===== src/rtl/gyro_pkg.sv =====
// Shared types and arithmetic helpers for the gyro integration path.
package gyro_pkg;

  typedef enum logic [1:0] {CAL, RUN_IDLE, RUN_SWEEP} gyro_state_e;

  // Add two sign-extended operands and clamp to a signed 'width'-bit range.
  function automatic logic signed [63:0] sat_add(input logic signed [63:0] a,
                                                 input logic signed [63:0] b,
                                                 input int unsigned width);
    logic signed [63:0] sum, hi, lo;
    sum = a + b;
    hi  = (64'sd1 <<< (width - 1)) - 64'sd1;
    lo  = -hi - 64'sd1;
    if (sum > hi) return hi;
    if (sum < lo) return lo;
    return sum;
  endfunction

endpackage


===== src/rtl/gyro_tick_gen.sv =====
// Free-running sample-rate divider: tick is high when the count sits at DIV-1.
module gyro_tick_gen #(
  parameter int DIV = 100000
) (
  input  logic clk,
  input  logic clr,
  output logic tick
);

  localparam int CW = $clog2(DIV);

  logic [CW-1:0] count;

  assign tick = (count == CW'(DIV - 1));

  always_ff @(posedge clk) begin
    if (clr || tick) count <= '0;
    else             count <= count + CW'(1);
  end

endmodule


===== src/rtl/gyro_integrator.sv =====
// N-channel gyro rate integrator: bias calibration, one shared saturating adder
// swept across channels after each sample tick, and saturated angle outputs.
module gyro_integrator
  import gyro_pkg::*;
#(
  parameter int CHANNELS   = 3,
  parameter int IN_WIDTH   = 16,
  parameter int ACC_WIDTH  = 32,
  parameter int OUT_WIDTH  = 16,
  parameter int FRAC_BITS  = 8,
  parameter int SAMPLE_DIV = 100000,
  parameter int CAL_LOG2   = 8
) (
  input  logic                          clk_in,
  input  logic                          rst_in,
  input  logic [CHANNELS*IN_WIDTH-1:0]  rate_in,
  input  logic                          cal_start_in,
  input  logic                          zero_in,
  output logic [CHANNELS*OUT_WIDTH-1:0] angle_out,
  output logic                          valid_out,
  output logic                          cal_busy_out
);

  localparam int CH_W = (CHANNELS > 1) ? $clog2(CHANNELS) : 1;
  localparam int BS_W = IN_WIDTH + CAL_LOG2;
  localparam logic [CH_W-1:0] LAST_CH = CH_W'(CHANNELS - 1);

  gyro_state_e                  state;
  logic                         tick;
  logic [CH_W-1:0]              ch;
  logic [CAL_LOG2-1:0]          cal_cnt;
  logic signed [IN_WIDTH-1:0]   rate     [CHANNELS];
  logic signed [IN_WIDTH-1:0]   snap     [CHANNELS];
  logic signed [IN_WIDTH-1:0]   bias     [CHANNELS];
  logic signed [IN_WIDTH-1:0]   bias_new [CHANNELS];
  logic signed [BS_W-1:0]       bias_sum [CHANNELS];
  logic signed [BS_W-1:0]       bias_sum_nxt [CHANNELS];
  logic signed [ACC_WIDTH-1:0]  acc      [CHANNELS];
  logic signed [OUT_WIDTH-1:0]  angle    [CHANNELS];
  logic signed [IN_WIDTH:0]     diff;
  logic signed [ACC_WIDTH-1:0]  acc_nxt;
  logic signed [OUT_WIDTH-1:0]  angle_nxt;

  gyro_tick_gen #(.DIV(SAMPLE_DIV)) u_tick (
    .clk  (clk_in),
    .clr  (rst_in),
    .tick (tick)
  );

  // The final calibration tick folds its own sample in while loading the bias,
  // so the new bias is visible the cycle right after that tick.
  for (genvar c = 0; c < CHANNELS; c++) begin : g_ch
    assign rate[c]         = rate_in[c*IN_WIDTH +: IN_WIDTH];
    assign angle_out[c*OUT_WIDTH +: OUT_WIDTH] = angle[c];
    assign bias_sum_nxt[c] = bias_sum[c] + BS_W'(rate[c]);
    assign bias_new[c]     = IN_WIDTH'(bias_sum_nxt[c] >>> CAL_LOG2);
  end

  always_comb begin
    diff      = (IN_WIDTH+1)'(snap[ch]) - (IN_WIDTH+1)'(bias[ch]);
    acc_nxt   = ACC_WIDTH'(sat_add(64'(acc[ch]), 64'(diff), ACC_WIDTH));
    angle_nxt = OUT_WIDTH'(sat_add(64'(acc_nxt >>> FRAC_BITS), 64'sd0, OUT_WIDTH));
  end

  always_ff @(posedge clk_in) begin
    if (rst_in) begin
      state        <= CAL;
      ch           <= '0;
      cal_cnt      <= '0;
      valid_out    <= 1'b0;
      cal_busy_out <= 1'b1;
      for (int c = 0; c < CHANNELS; c++) begin
        acc[c]      <= '0;
        bias[c]     <= '0;
        bias_sum[c] <= '0;
        snap[c]     <= '0;
        angle[c]    <= '0;
      end
    end else begin
      valid_out <= 1'b0;
      if (cal_start_in) begin
        // Old bias stays in place until the new calibration completes.
        state        <= CAL;
        ch           <= '0;
        cal_cnt      <= '0;
        cal_busy_out <= 1'b1;
        for (int c = 0; c < CHANNELS; c++) begin
          bias_sum[c] <= '0;
          acc[c]      <= '0;
          angle[c]    <= '0;
        end
      end else begin
        case (state)
          CAL: begin
            if (tick) begin
              cal_cnt <= cal_cnt + CAL_LOG2'(1);
              if (cal_cnt == '1) begin
                state        <= RUN_IDLE;
                cal_busy_out <= 1'b0;
                for (int c = 0; c < CHANNELS; c++) begin
                  bias[c]     <= bias_new[c];
                  bias_sum[c] <= '0;
                  acc[c]      <= '0;
                  angle[c]    <= '0;
                end
              end else begin
                for (int c = 0; c < CHANNELS; c++) bias_sum[c] <= bias_sum_nxt[c];
              end
            end
          end
          RUN_IDLE: begin
            if (zero_in) begin
              for (int c = 0; c < CHANNELS; c++) begin
                acc[c]   <= '0;
                angle[c] <= '0;
              end
            end else if (tick) begin
              for (int c = 0; c < CHANNELS; c++) snap[c] <= rate[c];
              ch    <= '0;
              state <= RUN_SWEEP;
            end
          end
          RUN_SWEEP: begin
            if (zero_in) begin
              state <= RUN_IDLE;
              for (int c = 0; c < CHANNELS; c++) begin
                acc[c]   <= '0;
                angle[c] <= '0;
              end
            end else begin
              acc[ch]   <= acc_nxt;
              angle[ch] <= angle_nxt;
              if (ch == LAST_CH) begin
                valid_out <= 1'b1;
                state     <= RUN_IDLE;
              end else begin
                ch <= ch + CH_W'(1);
              end
            end
          end
          default: state <= CAL;
        endcase
      end
    end
  end

endmodule


===== config.mk =====
export PLATFORM = sky130hd
export DESIGN_NAME = gyro_integrator
export DESIGN_NICKNAME = d
export VERILOG_FILES = /design/src/rtl/gyro_pkg.sv /design/src/rtl/gyro_tick_gen.sv /design/src/rtl/gyro_integrator.sv
export SDC_FILE = /design/constraint.sdc
export NUM_CORES = 1
export LEC_CHECK = 0
export BUFFER_PORTS_ARGS = -buffer_cell sky130_fd_sc_hd__buf_2
export CORE_MARGIN = 8
export CORE_UTILIZATION = 55
export DETAILED_ROUTE_END_ITERATION = 16
export GPL_TIMING_DRIVEN = 0
export MAX_ROUTING_LAYER = met4
export PLACE_DENSITY = 0.73
export SETUP_SLACK_MARGIN = 0.3
export SYNTH_ARGS = -nofsm -noshare
export SYNTH_HDL_FRONTEND = slang
export SYNTH_HIERARCHICAL = 1
export SYNTH_SLANG_ARGS = --single-unit

===== constraint.sdc =====
create_clock -name clk_in -period 9.1 [get_ports clk_in]
set_input_delay 0.455 -clock clk_in [delete_from_list [all_inputs] [get_ports clk_in]]
set_output_delay 0.455 -clock clk_in [all_outputs]
set_load 0.05 [all_outputs]

# Yosys cells after proc, flatten, opt, wreduce, memory -nomap -nowiden

Memories as Yosys holds them, arrays and structs flattened. A register that Yosys moved wholly into a read port is not among the register bits.
Cells that the tools add are included.

Add/sub/neg operators: 8
Multiplexer cells: 115
Reduce and logical (&&, ||, !) cells: 11
Magnitude comparators: 4
Bitwise gates (word level): 40
Eq/ne operators: 12

Operator list:

| cell                                                                               | number |
|---|---|
| 32-bit two-way mux                                                                 | 17 |
| 16-bit two-way mux                                                                 | 23 |
| 24-bit two-way mux                                                                 | 9 |
| 24-bit by 16-bit adder with 24-bit output                                          | 3 |
| 1-bit two-way mux                                                                  | 46 |
| 1-bit OR                                                                           | 39 |
| 2-bit two-way mux                                                                  | 18 |
| 32-bit by 17-bit adder with 33-bit output                                          | 1 |
| 33-bit by 32-bit greater-than comparator with 1-bit output (second input constant) | 1 |
| 33-bit by 32-bit < comparator with 1-bit output (second input constant)            | 1 |
| 32-bit OR reduction                                                                | 1 |
| 24-bit by 16-bit greater-than comparator with 1-bit output (second input constant) | 1 |
| 24-bit by 16-bit < comparator with 1-bit output (second input constant)            | 1 |
| 17-bit by 1-bit adder with 17-bit output (second input constant)                   | 1 |
| 17-bit == test (second input constant)                                             | 1 |
| 16-bit by 16-bit subtractor with 17-bit output                                     | 1 |
| 16-bit OR reduction                                                                | 1 |
| 5-bit AND reduction                                                                | 2 |
| 8-bit by 1-bit adder with 8-bit output (second input constant)                     | 1 |
| 8-bit == test (second input constant)                                              | 1 |
| 2-bit != test (second input constant)                                              | 4 |
| 2-bit one-hot mux with 3 select lines                                              | 1 |
| 2-bit == test (second input constant)                                              | 2 |
| 2-bit by 1-bit != test with 1-bit output (second input constant)                   | 2 |
| 12 further kinds                                                                   | 12 |

Memories: 5
Logic and storage cells: 201
Bits of input ports: 52
Output and inout port bits: 50
Register bits after elaboration: 31
Bits in writable memories: 312

Memories:

| memory   | words | width | read ports | clocked after Yosys merged registers in | wr ports | RTL line              | RTL |
|---|---|---|---|---|---|---|---|
| acc      | 3     | 32    | 1          | 1                                       | 3        | gyro_integrator.sv:38 | `logic signed [ACC_WIDTH-1:0] acc [CHANNELS];` |
| bias_sum | 3     | 24    | 3          | 0                                       | 3        | gyro_integrator.sv:36 | `logic signed [BS_W-1:0] bias_sum [CHANNELS];` |
| angle    | 3     | 16    | 3          | 0                                       | 3        | gyro_integrator.sv:39 | `logic signed [OUT_WIDTH-1:0] angle [CHANNELS];` |
| bias     | 3     | 16    | 1          | 1                                       | 3        | gyro_integrator.sv:34 | `logic signed [IN_WIDTH-1:0] bias [CHANNELS];` |
| snap     | 3     | 16    | 1          | 1                                       | 3        | gyro_integrator.sv:33 | `logic signed [IN_WIDTH-1:0] snap [CHANNELS];` |

# Logic depth before layout (Yosys ltp)

Gate-level depths: netlist of run 1.

Depth after elaboration: 13
Mapped depth: 26
Depth with buffers taken out: 21

# By module

The synthesis of run 1 kept the hierarchy.

By module, submodules not included:

| module          | sequential area each (µm²) | cells an instance | times used | area an instance (µm²) |
|---|---|---|---|---|
| gyro_integrator | 10650.2                    | 1812              | 1          | 20442.1 |
| gyro_tick_gen   | 340.3                      | 89                | 1          | 779.5 |

# Worst setup path before layout of run 1

OpenSTA, ideal clock, no wires.

Path type: reg2reg
Start point: register u_tick.count[5]
End point: memory snap[0][0] (enable)
Cell stages (with the launch flop): 5
Period minus slack after synthesis: 6.987 ns
Setup time: 0.587 ns
Data required time: 8.513 ns
Arrival time: 6.400 ns
Path slack: 2.113 ns
Buffers on the path: 0
Cells stage by stage: dfxtp_1 > or4_1 > nor4_2 > nand2_1 > o41ai_1

RTL lines:

| element                | RTL line              | RTL |
|---|---|---|
| from (decl)            | gyro_tick_gen.sv:12   | `logic [CW-1:0] count;` |
| from (signal assigned) | gyro_tick_gen.sv:18   | `else count <= count + CW'(1);` |
| to (decl)              | gyro_integrator.sv:33 |  |

==> results of run 1 <==
==> metal layers <==
layer / vias up / wire length (µm) / global-route usage [%]
li1: 7078 / - / -
met1: 7144 / 21200 / 28.5
met2: 399 / 25000 / 39.4
met3: 73 / 2520 / 2.67
met4: 0 / 1200 / 6.83
met5: - / 0 / -
==> power by group through the flow <==
stage                     registers (W)  logic, W  clock network [W]
after floorplan                 0.00205  0.000661                  0
after CTS                       0.00198  0.000939            0.00161
after detailed placement        0.00201  0.000931                  0
after global placement          0.00202  0.000902                  0
final                           0.00198  0.000945            0.00158
after global routing            0.00198   0.00103            0.00168
==> critical path: cells and delay by family (launching register included) <==
kind,cells,cell delay [ns]
fa+ha+maj,2,0.98
flops,1,0.31
compound gates,8,2.67
mux,1,0.31
simple gates,4,0.78
buf+inv,5,2.72
==> flip-flops by register name (all words and copies together) (netlist names), named ones only <==
register,flops
cal_busy_out,1
acc,128
state,2
u_tick/count,17
angle,48
snap,48
cal_cnt,8
valid_out,1
bias,48
bias_sum,72
ch,2
==> cells in the final DEF (no fill, tap or decap), types with 10 or more instances in the layout <==
cell type  count
nor2_1       355
edfxtp_1     344
inv_1        115
ha_1         108
buf_2        106
a21oi_1       92
nand2_1       85
clkbuf_1      66
o21ai_0       66
and2_1        59
xnor2_1       55
xor2_1        49
clkbuf_16     41
nor3_1        40
fa_1          35
mux2i_1       33
dfxtp_1       33
mux4_2        32
a21o_1        31
nand3_1       27
o21a_1        23
nand2b_1      22
nand4_1       18
or3_1         13
nor2b_1       11
a31oi_1       11
o21ai_1       10
or2_2         10
inv_2         10
==> worst min path at each step <==
stage / from / endpoint / slack, ns
floorplan: u_tick/count[0] / u_tick/count[0] / 0.44
global placement: cal_busy_out / cal_busy_out / 0.43
detailed placement: cal_busy_out / cal_busy_out / 0.44
CTS: rate_in[42] / snap[2][10] / 0.19
global route: rate_in[12] / snap[0][12] / 0.21
finish: rate_in[42] / snap[2][10] / 0.22
==> per-stage QoR <==
stage / utilization [%] / hold WS, ns / worst slack, ns
3_3_place_gp: 58.3 / 0.432 / 0.248
5_1_grt: 62.1 / 0.210 / 0.565
2_1_floorplan: - / 0.441 / 2.11
3_5_place_dp: 58.8 / 0.441 / 1.08
6_report: 62.1 / 0.223 / 1.15
4_1_cts: 62.1 / 0.187 / 1.04
==> final cells by class <==
cell class / instances / area, µm²
clock inverter: 16 / 136
sequential: 377 / 11000
tap: 518 / 648
multi-input combinational: 1325 / 9440
clock buffer: 56 / 1120
fill: 3102 / 14500
inverter: 126 / 485
timing repair buffer: 112 / 669
buffer: 73 / 344
antenna: 1 / 2.50
==> kinds of logic after synthesis <==
family                   Yosys count  share of synthesized area, %
multiplexers                      65                          4.95
AO/OA/AOI/OAI                    315                          10.0
flip-flops                       377                          51.8
XOR/XNOR                         104                          4.29
buffers and inverters            199                          3.91
adder cells (fa/ha/maj)          144                          9.72
AND/OR/NAND/NOR                  697                          15.3
==> impl_metrics.ini, run 1 <==
[cts]
post_cts_buffers = 0
cts_tree = done
cts_inserted_buffers = 40
postCtsHoldBufs = 0
clkSinkCount = 377
cts-resized-gates = 0
clock_path_buffers = 3
clk_latency_ns = 0.56
h-tree-depth = 2
cts-root-buf = clkbuf_16
clk_pin_slew_ns = 0.06

[timing]
maxSlewViolCount = 0
skew_ns = 0.0236
hold_viol = 0
period_needed_ns = 7.95
slew_headroom_pct = 22.7
setup_viol = 0
grt_setup_unrepaired = false
worst_slew_pin_slew_ns = 1.16
max_freq_ghz = 0.126
period_share_pct = 87.4
setup_tns_ns = 0

[synth]
ys_seq_area_share_pct = 51.8
synth_top_area_share_pct = 48.7
ys_ff_latch = 377
netlist.top_cell.by_area = edfxtp_1
synthArstFlopShare_pct = 0
synth.most_common_cell = nor2_1
synth_enable_flop_cells = 344
synth_warnings = 6
netlist_top_cells_area = edfxtp_1 49%, ha_1 6.4%, nor2_1 6.3%, mux4_2 3.4%, fa_1 3.3%
syn-num-nets = 2096
syn_inst = 1901
avgSynthCellArea_um2 = 11.2
ys.flop_type = edfxtp_1
synthDistinctLibCells = 86
netlist_area_um2 = 21200
ys_top_cells_by_count = 355 x nor2_1, 344 x edfxtp_1, 115 x inv_1

[critical_path]
cp_slowest_cell = clkbuf_1
cp_slowest_stage_delay_ns = 0.90
crit_end = angle[2][9]
start_kind = flip-flop
cpMostUsedCell = clkbuf_1
worstPathMaxFanout = 10
required_ns = 9.50
r2r-end = angle[2][9]
cp_cell_sequence = clkbuf_1 -> clkbuf_1 -> buf_1 -> mux2i_1 -> o21ai_0 -> fa_1 -> inv_1 -> ha_1 -> a211oi_1 -> o211ai_1 -> a21oi_1 -> nor3_1 -> o311ai_2 -> a31oi_1 -> a21oi_1 -> nand2b_1 -> o41ai_2 -> nand2_1 -> clkbuf_1 -> nor2_1
reg2reg_depth = 20
crit_type = flip-flop to flip-flop
regToRegSetupSlack_ns = 1.15
cp.arrival_ns = 8.35
endpoint_kind = flip-flop

[global_route]
grt_max_degree = 46
grt_pass1_wl_um = 78700
overflow = 0
antenna_found_initial = 1
grtUsageTotal_pct = 23.0
grt_pass1_vias = 14818

[route]
via_per_inst = 5.64
drtIter0Drc = 1059
drc = 0
wl_per_cell_um = 19.2
vias = 14694
wirelength_um = 49900
ant_nets = 0
drtPass1Iterations = 5

[power]
p_int_w = 0.00319
leakagePower_nw = 9.67
power_frac_clock_pct = 35.2
switching_share_pct = 29.1
p_switching_w = 0.00131
vdd_ir_drop_max_uv = 144
power.total_w = 0.00451
p_per_area_nw_per_um2 = 189
seqPwrFrac_pct = 43.8
p_comb_share_pct = 21.0

[placed_design]
place_inst = 2531
port_buffers = 101
gp_congestion = 0.972
dp_hpwl_um = 37400
placed_area_um2 = 22600

[die]
die_h_um = 212
fp.dieW_um = 212
die_area_um2 = 45100
rows = 72
io-pin-count = 102
coreArea_um2 = 38400
start_util_pct = 55.3

[flow_run]
cap_violations = 0

[cells_and_area]
layout.nets = 2250
final_area_um2 = 23800
syn2layout_area_growth_pct = 12.3
drive_above_1_share_pct = 13.5
final_cells = 2604

[min_path]
holdPathStages = 2
hold_class = input pin to flip-flop

[outcome]
status = finished, final reports clean
Note: power is estimated with default switching activity, not from simulation.
==> run 2: changes to the inputs <==
Settings changed: SYNTH_HIERARCHICAL 1 to default.
==> impl_metrics.ini, run 2 <==
[critical_path]
endpoint_kind = flip-flop
cp.arrival_ns = 8.16
start_kind = flip-flop
crit_type = flip-flop to flip-flop
cp_slowest_stage_delay_ns = 0.92
cp_slowest_cell = o21a_1
cp_cell_sequence = clkbuf_1 -> buf_1 -> mux2i_1 -> o21a_1 -> inv_1 -> fa_1 -> inv_1 -> ha_1 -> a21oi_1 -> o21a_1 -> o21ai_0 -> a21oi_1 -> o21a_1 -> o21ai_0 -> xnor2_1 -> clkbuf_1 -> clkbuf_1 -> maj3_1 -> nor2_1
path_delay_family = buffers and inverters
worstPathMaxFanout = 15
required_ns = 9.37
crit_buf_inv = 6

[global_route]
grt_pass1_vias = 14526
overflow = 0
grt_pass1_wl_um = 77500
grtUsageTotal_pct = 22.9
grt_max_degree = 38
antenna_found_initial = 0

[route]
drtIter0Drc = 802
drtPass1Iterations = 8
vias = 14362
via_per_inst = 5.65
ant_nets = 0
wirelength_um = 49200
wl_per_cell_um = 19.3
drc = 0

[die]
io-pin-count = 102
die_h_um = 211
coreArea_um2 = 37500
fp.dieW_um = 211
die_area_um2 = 44400
rows = 71
start_util_pct = 55.7

[timing]
hold_viol = 0
period_share_pct = 86.7
setup_viol = 0
hold_slack_ns = 0.151
grt_setup_unrepaired = false
setup_tns_ns = 0
maxSlewViolCount = 0
skew_ns = 0.0138
worst_slew_pin_slew_ns = 1.17
slew_headroom_pct = 22.3
max_freq_ghz = 0.127
period_needed_ns = 7.89

[synth]
synth_enable_flop_cells = 344
synth_warnings = 0
synth_top_area_share_pct = 49.5
syn-num-nets = 2047
netlist.top_cell.by_area = edfxtp_1
synthArstFlopShare_pct = 0
netlist_top_cells_area = edfxtp_1 49%, ha_1 6.5%, nor2_1 5.5%, mux4_2 3.5%, fa_1 3.4%
synthDistinctLibCells = 72
ys_seq_area_share_pct = 52.6
syn_inst = 1852
ys.flop_type = edfxtp_1
avgSynthCellArea_um2 = 11.3
ys_ff_latch = 377
ys_top_cells_by_count = 344 x edfxtp_1, 308 x nor2_1, 125 x inv_1
netlist_area_um2 = 20900
synth.most_common_cell = edfxtp_1

[cells_and_area]
final_cells = 2542
regArea_um2 = 11000
antenna_cells = 0
largest_register_ffs = 128
fill_cells = 3003
reg_top3 = acc: 128 flops, bias_sum: 72 flops
final_common_cell = edfxtp_1
multi_input_area_um2 = 9190
drive_above_1_share_pct = 11.6
syn2layout_area_growth_pct = 12.8
top_register = acc
layout.cells.most_common_list = 344 x edfxtp_1, 308 x nor2_1, 125 x inv_1, 108 x ha_1, 103 x buf_2
layout.nets = 2198

[cts]
cts_inserted_buffers = 41
post_cts_buffers = 0
cts_tree = done
postCtsHoldBufs = 0
clk_latency_ns = 0.56
h-tree-depth = 2
cts-resized-gates = 0
clk_pin_slew_ns = 0.06
cts-root-buf = clkbuf_16
clock_path_buffers = 3
clkSinkCount = 377

[power]
p_per_area_nw_per_um2 = 193
switching_share_pct = 27.9
leakagePower_nw = 9.67
p_int_w = 0.00327
seqPwrFrac_pct = 43.7
p_switching_w = 0.00127
vdd_ir_drop_max_uv = 188
power_frac_clock_pct = 37.3
p_comb_share_pct = 19.1

[placed_design]
port_buffers = 101
place_inst = 2471
dp_hpwl_um = 36400
gp_congestion = 0.938

[min_path]
hold_class = input pin to flip-flop

[flow_run]
cap_violations = 0

[outcome]
status = finished, final reports clean
==> run 2: cell families after synthesis <==
family,synth area share (%)
AOI/OAI and AO/OA,9.95
muxes,5.13
and+or+nand+nor,14.1
DFF,52.6
buffers and inverters,3.54
xor gates and xnor gates,4.36
adders and majority gates,10.3
==> run 2: final timing paths <==
path	from	endpoint	slack (ns)	cells after the start
setup reg to reg	flip-flop	acc[0][23]	1.21	19
hold / removal	rst_in	u_tick.count[2]	0.15	2
setup / recovery	flip-flop	acc[0][23]	1.21	19
hold reg to reg	cal_busy_out	cal_busy_out	0.45	2
==> run 2: routing by layer <==
| metal | wire length (µm) | GRT usage [%] | vias up | share of wire, % |
|---|---|---|---|---|
| li1 | - | - | 6894 | - |
| met2 | 24100 | 38.1 | 430 | 49 |
| met3 | 2840 | 3.46 | 96 | 5.8 |
| met1 | 20600 | 28.7 | 6942 | 42 |
| met4 | 1580 | 7.41 | 0 | 3.2 |
| met5 | 0 | - | - | 0 |
==> run 2: through the flow <==
step / cell area (µm²) / setup slack (ns) / utilization [%] / total power [W]
floorplan: 20900 / 3.11 / - / 0.00263
finish: 23600 / 1.21 / 62.8 / 0.00454
CTS: 23600 / 1.16 / 62.8 / 0.00456
global route: 23600 / 0.431 / 62.8 / 0.00472
global placement: 22000 / 1.31 / 58.7 / 0.00284
detailed placement: 22200 / 1.21 / 59.3 / 0.00287
==> run 2: area by class of cell <==
| cell class | count | share of cell area (%) |
|---|---|---|
| clock inverters | 15 | 0.946 |
| clock buffers | 56 | 4.74 |
| repair buffers | 108 | 2.80 |
| inverters | 125 | 1.99 |
| plain buffers | 69 | 1.15 |
| multi-input cells | 1281 | 39.0 |
| flip-flops and latches | 377 | 46.7 |
| well taps | 511 | 2.71 |
==> run 2: worst register-to-register path, stage by stage (launching register included) <==
cell and delay [ns]:
dfxtp_1 0.31, clkbuf_1 0.58, buf_1 0.84, mux2i_1 0.30, o21a_1 0.92, inv_1 0.37
fa_1 0.66, inv_1 0.06, ha_1 0.40, a21oi_1 0.29, o21a_1 0.21, o21ai_0 0.11
a21oi_1 0.22, o21a_1 0.15, o21ai_0 0.10, xnor2_1 0.75, clkbuf_1 0.52, clkbuf_1 0.43
maj3_1 0.35, nor2_1 0.08
==> run 2: power by group through the flow <==
stage,clock network (W),registers [W],logic [W]
3_5_place_dp,0,0.00202,0.000848
5_1_grt,0.00178,0.00199,0.000952
2_1_floorplan,0,0.00205,0.000585
6_report,0.00169,0.00198,0.000866
3_3_place_gp,0,0.00202,0.000822
4_1_cts,0.00172,0.00198,0.000857
